**config.mk**
```make
export PLATFORM = sky130hd
export DESIGN_NAME = mem_access_unit
export DESIGN_NICKNAME = d
export VERILOG_FILES = /design/src/rtl/mem_access_unit.sv
export SDC_FILE = /design/constraint.sdc
export NUM_CORES = 1
export LEC_CHECK = 0
export BUFFER_PORTS_ARGS = -buffer_cell sky130_fd_sc_hd__buf_2
export CORE_MARGIN = 4
export CORE_UTILIZATION = 25
export DETAILED_ROUTE_END_ITERATION = 10
export GPL_ROUTABILITY_DRIVEN = 0
export PLACE_DENSITY = 0.57
export SLEW_MARGIN = 30
export SYNTH_ARGS = -nofsm -noshare
export SYNTH_HDL_FRONTEND = slang
export SYNTH_SLANG_ARGS = --single-unit
```
**constraint.sdc**
```tcl
create_clock -name clk -period 1.69 [get_ports clk]
set_clock_uncertainty 0.05 [all_clocks]
set_input_delay 0.0845 -clock clk [delete_from_list [all_inputs] [get_ports clk]]
set_output_delay 0.0845 -clock clk [all_outputs]
set_load 0.03 [all_outputs]
```
**src/rtl/mem_access_unit.sv**
```systemverilog
// rtl/mem_access_unit.sv - MEM-stage load/store engine with data cache handshake
module mem_access_unit (
    input  logic        clk,
    input  logic        rst,
    input  logic        req_read,
    input  logic        req_write,
    input  logic [2:0]  funct3,
    input  logic [31:0] addr,
    input  logic [31:0] store_data,
    output logic [31:0] data_mem_address,
    output logic        data_mem_read,
    output logic        data_mem_write,
    output logic [31:0] data_mem_wdata,
    output logic [3:0]  data_mem_wmask,
    input  logic [31:0] data_mem_rdata,
    input  logic        data_mem_resp,
    output logic [31:0] mdrreg_out,
    output logic [3:0]  rmask,
    output logic [3:0]  wmask,
    output logic        done,
    output logic        misaligned,
    output logic        stall
);

    typedef enum logic [1:0] {IDLE, BUSY, DONE} state_t;

    state_t      state;
    state_t      next_state;
    logic        accept;
    logic        is_store;
    logic        fault;
    logic [3:0]  lane_mask;
    logic [3:0]  acc_rmask;
    logic [3:0]  acc_wmask;
    logic [31:0] acc_wdata;

    always_ff @(posedge clk) begin
        if (!rst) begin
            state <= IDLE;
        end else begin
            state <= next_state;
        end
    end

    always_comb begin
        next_state = state;
        case (state)
            IDLE: begin
                if (req_read || req_write) begin
                    next_state = fault ? DONE : BUSY;
                end
            end
            BUSY: begin
                if (data_mem_resp) begin
                    next_state = DONE;
                end
            end
            DONE:    next_state = IDLE;
            default: next_state = IDLE;
        endcase
    end

    // Width decode; a store wins when both request lines are high.
    always_comb begin
        lane_mask = 4'b0000;
        acc_wdata = 32'h0;
        fault     = 1'b0;
        is_store  = req_write;
        case (funct3[1:0])
            2'b00: begin
                lane_mask = 4'b0001 << addr[1:0];
                acc_wdata = {4{store_data[7:0]}};
            end
            2'b01: begin
                lane_mask = 4'b0011 << addr[1:0];
                acc_wdata = {2{store_data[15:0]}};
                fault     = addr[0];
            end
            2'b10: begin
                lane_mask = 4'b1111;
                acc_wdata = store_data;
                fault     = |addr[1:0];
            end
            default: fault = 1'b1;
        endcase
        if (funct3[2] && funct3[1]) begin
            fault = 1'b1;
        end
        acc_rmask = (!is_store && !fault) ? lane_mask : 4'b0000;
        acc_wmask = (is_store && !fault) ? lane_mask : 4'b0000;
        accept    = (state == IDLE) && (req_read || req_write);
        stall     = accept || (state == BUSY);
    end

    always_ff @(posedge clk) begin
        if (!rst) begin
            data_mem_address <= 32'h0;
            data_mem_read    <= 1'b0;
            data_mem_write   <= 1'b0;
            data_mem_wdata   <= 32'h0;
            data_mem_wmask   <= 4'b0000;
            mdrreg_out       <= 32'h0;
            rmask            <= 4'b0000;
            wmask            <= 4'b0000;
            done             <= 1'b0;
            misaligned       <= 1'b0;
        end else begin
            case (state)
                IDLE: begin
                    if (accept) begin
                        data_mem_address <= {addr[31:2], 2'b00};
                        data_mem_wdata   <= is_store ? acc_wdata : 32'h0;
                        data_mem_wmask   <= acc_wmask;
                        rmask            <= acc_rmask;
                        wmask            <= acc_wmask;
                        data_mem_read    <= !is_store && !fault;
                        data_mem_write   <= is_store && !fault;
                        done             <= fault;
                        misaligned       <= fault;
                    end
                end
                BUSY: begin
                    if (data_mem_resp) begin
                        data_mem_read  <= 1'b0;
                        data_mem_write <= 1'b0;
                        done           <= 1'b1;
                        if (data_mem_read) begin
                            mdrreg_out <= data_mem_rdata;
                        end
                    end
                end
                DONE: begin
                    done       <= 1'b0;
                    misaligned <= 1'b0;
                end
                default: begin
                    done <= 1'b0;
                end
            endcase
        end
    end

endmodule
```
Word level (Yosys, flattened, before mapping)
Index checks and enable logic that the tools add are counted.

word-level totals
  flip-flop bits (word level) = 108
  logic and storage cells = 58

cells by class
  reduce and logical (&&, ||, !) cells = 19
  shift operators = 2
  equal/unequal tests = 7
  muxes and demuxes = 20

operator list
  kind                                                    count
  one-hot mux 32 bit (3 select lines)                     1
  2-to-1 mux 32 bit                                       1
  one-hot mux 4 bit (3 select lines)                      1
  2-to-1 mux 4 bit                                        2
  one-hot mux 1 bit (2 select lines)                      4
  AND reduction 2 bit                                     4
  2-to-1 mux 1 bit                                        6
  2-to-1 mux 2 bit                                        3
  AND reduction 3 bit                                     2
  == test 2 x 1 -> 1 bit (second input constant)          2
  == test 2 bit (second input constant)                   2
  logical AND 1 bit                                       4
  logical NOT 2 bit                                       2
  inequality test 2 bit (second input constant)           2
  one-hot mux 2 bit (2 select lines)                      1
  nonzero test 2 bit                                      2
  left shift 1 x 2 -> 4 bit (first input constant)        1
  left shift 2 x 2 -> 4 bit (first input constant)        1
  one-hot mux 1 bit (3 select lines)                      1
  logical NOT 1 bit                                       2
  logical OR 1 bit                                        2
  inequality test 2 x 1 -> 1 bit (second input constant)  1
  OR reduction 2 bit                                      1

Longest topological paths before layout
  depth in word-level cells = 7
  mapped depth = 7
  mapped depth without buffers = 4

Worst setup path after synthesis
No wires, ideal clock.

  path type = register to register
  start point = register state[0]
  end point = register wmask[3]
  cell stages (with the launch flop) = 6
  data required time = 1556 ps
  data arrival time = 1363 ps
  buffers on the path = 2
  setup time = 84 ps
  slack = 193 ps
  cells stage by stage = dfxtp_1 > buf_6 > or3b_4 > buf_6 > or2_4 > o31ai_2

between the ends
  word-level cells in the longest chain between the ends = 3

RTL lines
  element                          line     source
  from (decl)                      27       state_t state;
  from (signal assigned)           41       state <= next_state;
  logical NOT 2 bit *              91, 108
  logical AND 1 bit                91       accept = (state == IDLE) && (req_read || req_write);
  AND reduction 2 bit (no line) *  n/a
  to (signal assigned)             115      wmask <= acc_wmask;
  to (decl)                        19       output logic [3:0] wmask,

Every way passes the cells marked *; elsewhere a longest branch is shown, timed or not.
A chain may end at the register's enable or synchronous reset.

Worst setup path in the final report
  start point = register state[0]
  end point = output stall

between the ends
  word-level cells in the longest chain between the ends = 3
  elaborated cells on any way between the ends = 4
  those cells by class = eq/ne (1); reduce/logical (3)

RTL lines
  element             line  source
  logical NOT 2 bit   91
  logical AND 1 bit   91
  logical OR 1 bit *  92    stall = accept || (state == BUSY);
  to (decl)           22    output logic stall

Marked as above.

==> impl_results.md <==
- Initial DRC count: 243
- WL/cell: 14.60 µm
- CTS sink cnt: 108
- Relative slew slack: 65.19%
- Final Hold Viols: 0
- Die ar.: 19130 µm²
- Cell Int Power: 0.004377 W
- Core region area: 16580 µm²
- P_sw: 0.001794 W
- CTS root buffer: clkbuf_16
- Antenna violations before repair: 0
- Worst EP arrival: 1.49 ns
- Post-DP HPWL: 10.20 mm
- Tcrit/Tclk final: 95.93%
- Worst setup path class: reg2out
- Fmax: 616.8 MHz
- Die Ht: 138.3 µm
- Largest cells by area after synthesis: dfxtp_1, nand2_1, a21oi_1, a22oi_1, mux2_2
- Number of CTS-inserted buffers: 9
- Async set-reset flop share out of synthesis: 0%
- Largest net degree at the start of global routing: 35
- DRT Pass-1 Iters: 5
- CTS H-tree depth: 3
- Clock transition at path regs: 0.07 ns
- Hold Worst Slack: 0.04397 ns
- Worst path required time: 1.56 ns
- Static leakage: 2.976 nW
- Peak supply drop: 545.2 µV
- Via count: 4541
- Main synth FF type: dfxtp_1
- Min-Delay Path Class: in2reg
- Count leader, synth: nand2_1
- Number of global-route vias before repair: 4556
- Cells after Synth: 518
- Max-cap violations: 0
- Row count: 47
- FF+latch count, synth: 108
- FILL cells: 1758
- Critical path capture point type: output port
- Post-synthesis sequential area ratio: 50.93%
- Final ANT Viol Nets: 0
- Fin crit period: 1.621 ns
- Cell taking the most area after synthesis: dfxtp_1
- DRT Wirelength: 14.82 mm
- Yosys top cell area share: 50.93%
- First-pass GRT wire length: 23.85 mm
- Synth warn: 0
- # DRC: 0
- RSZ-0062 raised after global routing: no
- Ratio of cells with drive above 1 in the final layout: 34.21%
- Worst-Skew Late Latency: 0.34 ns
- Seq pwr share: 44.3%
- Congestion Overflow GR: 0
- Vias per inst: 4.474
- Ant diodes: 0
- P&R area growth vs syn: 55.88%
- Fin util: 39.90%
- Clk buf depth: 2
- Switching Fraction: 29.08%
- Measured slew at the worst slew-check pin: 0.5221 ns
- IO Pins: 217
- Input/output buffers: 214
- Pwr Density: 932.6 nW/µm²
- CTS tree: yes
- CP startpoint kind: flip-flop
- Setup violators final: 0
- Final Max Tran Viols: 0
- Commonest cells in the netlist: nand2_1, dfxtp_1, a21oi_1, nor2_1, clkbuf_1
- Outcome: completed
- Synth unique cells: 38
- Synthesized cell area: 4245 µm²
- Initial Util: 25.60%
- Comb pwr share: 21.0%
- Clock power frac: 34.7%
- CP Max Fanout: 24
- Syn Area/Cell: 8.196 µm²
- Die width: 138.3 µm
- EDFF count, synth: 0
- Count of nets after finishing: 895
- Tot GR Track Use: 15.31%
- Setup TNS: 0 ns
==> power groups by stage <==
stage	Clock [W]	Sequential (W)	Combinational, W
final	0.00214	0.00273	0.00129
after global routing	0.00231	0.00275	0.00141
after CTS	0.00222	0.00274	0.00130
after detailed placement	0	0.00279	0.00112
after global placement	0	0.00279	0.00113
after floorplan	0	0.00303	0.000455
==> final cells by class <==
class,count,area (µm²),share of cell area (%)
clock inverter,4,50.05,0.7563
clock buffer,11,242.7,3.668
multi-input combinational,365,1871,28.27
inverter,1,5.005,0.07563
timing repair buffer,306,2011,30.38
sequential,108,2163,32.69
tap,220,275.3,4.160
==> cell usage in the layout (no fill, tap or decap), types with 2 or more instances in the layout <==
cell type	count
a21oi_1	93
a22oi_1	15
a32o_1	8
buf_12	3
buf_2	213
buf_4	16
clkbuf_16	9
clkinv_2	2
clkinvlp_4	2
conb_1	2
dfxtp_1	107
dlygate4sd3_1	72
mux2_2	8
nand2_1	147
nand3_1	10
nor2_1	23
nor2b_1	11
o21ai_0	9
o22ai_1	2
o31ai_1	5
o31ai_2	3
or2_1	5
or2_2	5
or2b_1	2
==> metal layers <==
| layer | vias up | track usage (%) | part of all wire (%) |
|---|---|---|---|
| met4 | 0 | 6.812 | 2.7 |
| met5 | - | 0 | 0 |
| met2 | 153 | 25.90 | 48 |
| li1 | 2283 | - | - |
| met1 | 2080 | 17.75 | 42 |
| met3 | 25 | 4.869 | 7.0 |
==> timing repair <==
| item | CTS | global route |
|---|---|---|
| setup endpoints to repair | 1 | 1 |
| setup buffers | 1 | 0 |
| hold buffers | 72 | 0 |
| resized for setup | 3 | 2 |
| endpoints found under the hold margin | 72 | 0 |
| pin swaps | 1 | 0 |
| cloned | 1 | 0 |
==> flip-flops by register name, indices dropped and copies added, names as in the netlist <==
signal	count
done	1
data_mem_wdata	32
wmask	4
data_mem_read	1
data_mem_write	1
state	2
rmask	4
mdrreg_out	32
data_mem_address	30
misaligned	1
==> critical path: stages (launching register included) <==
cell	delay, ns
dfxtp_2	0.35
or3_4	0.41
buf_12	0.18
nand2_2	0.07
buf_6	0.13
==> through the flow <==
step / setup slack [ns] / area (µm²) / power (W) / instances
3_3_place_gp: 0.1630 / 5550 / 0.003919 / 926
5_1_grt: 0.003498 / 6618 / 0.006470 / 1015
4_1_cts: 0.01995 / 6611 / 0.006257 / 1015
3_5_place_dp: 0.1421 / 5550 / 0.003917 / 926
6_report: 0.06879 / 6618 / 0.006172 / 1015
2_1_floorplan: 0.1929 / 4249 / 0.003486 / 519
==> final timing paths <==
path,slack [ns],end,cells after the start,start
hold reg to reg,0.40,mdrreg_out[31],2,mdrreg_out[31]
setup / recovery,0.07,stall,4,state[0]
setup reg to reg,0.10,data_mem_wdata[26],4,state[0]
hold / removal,0.04,done,4,req_read
==> cell families (layout without fill, tap and decap cells) <==
kind of cell           after synthesis  in the layout  share of synthesized area, %
AO/OA/AOI/OAI                      140            140                         19.81
AND/OR/NAND/NOR                    215            215                         21.63
multiplexers                         8              8                         2.122
other                                1              2                       0.08833
buffers and inverters               46            322                         5.423
flip-flops                         108            108                         50.93
No activity file was read; power rests on OpenSTA's default activity.
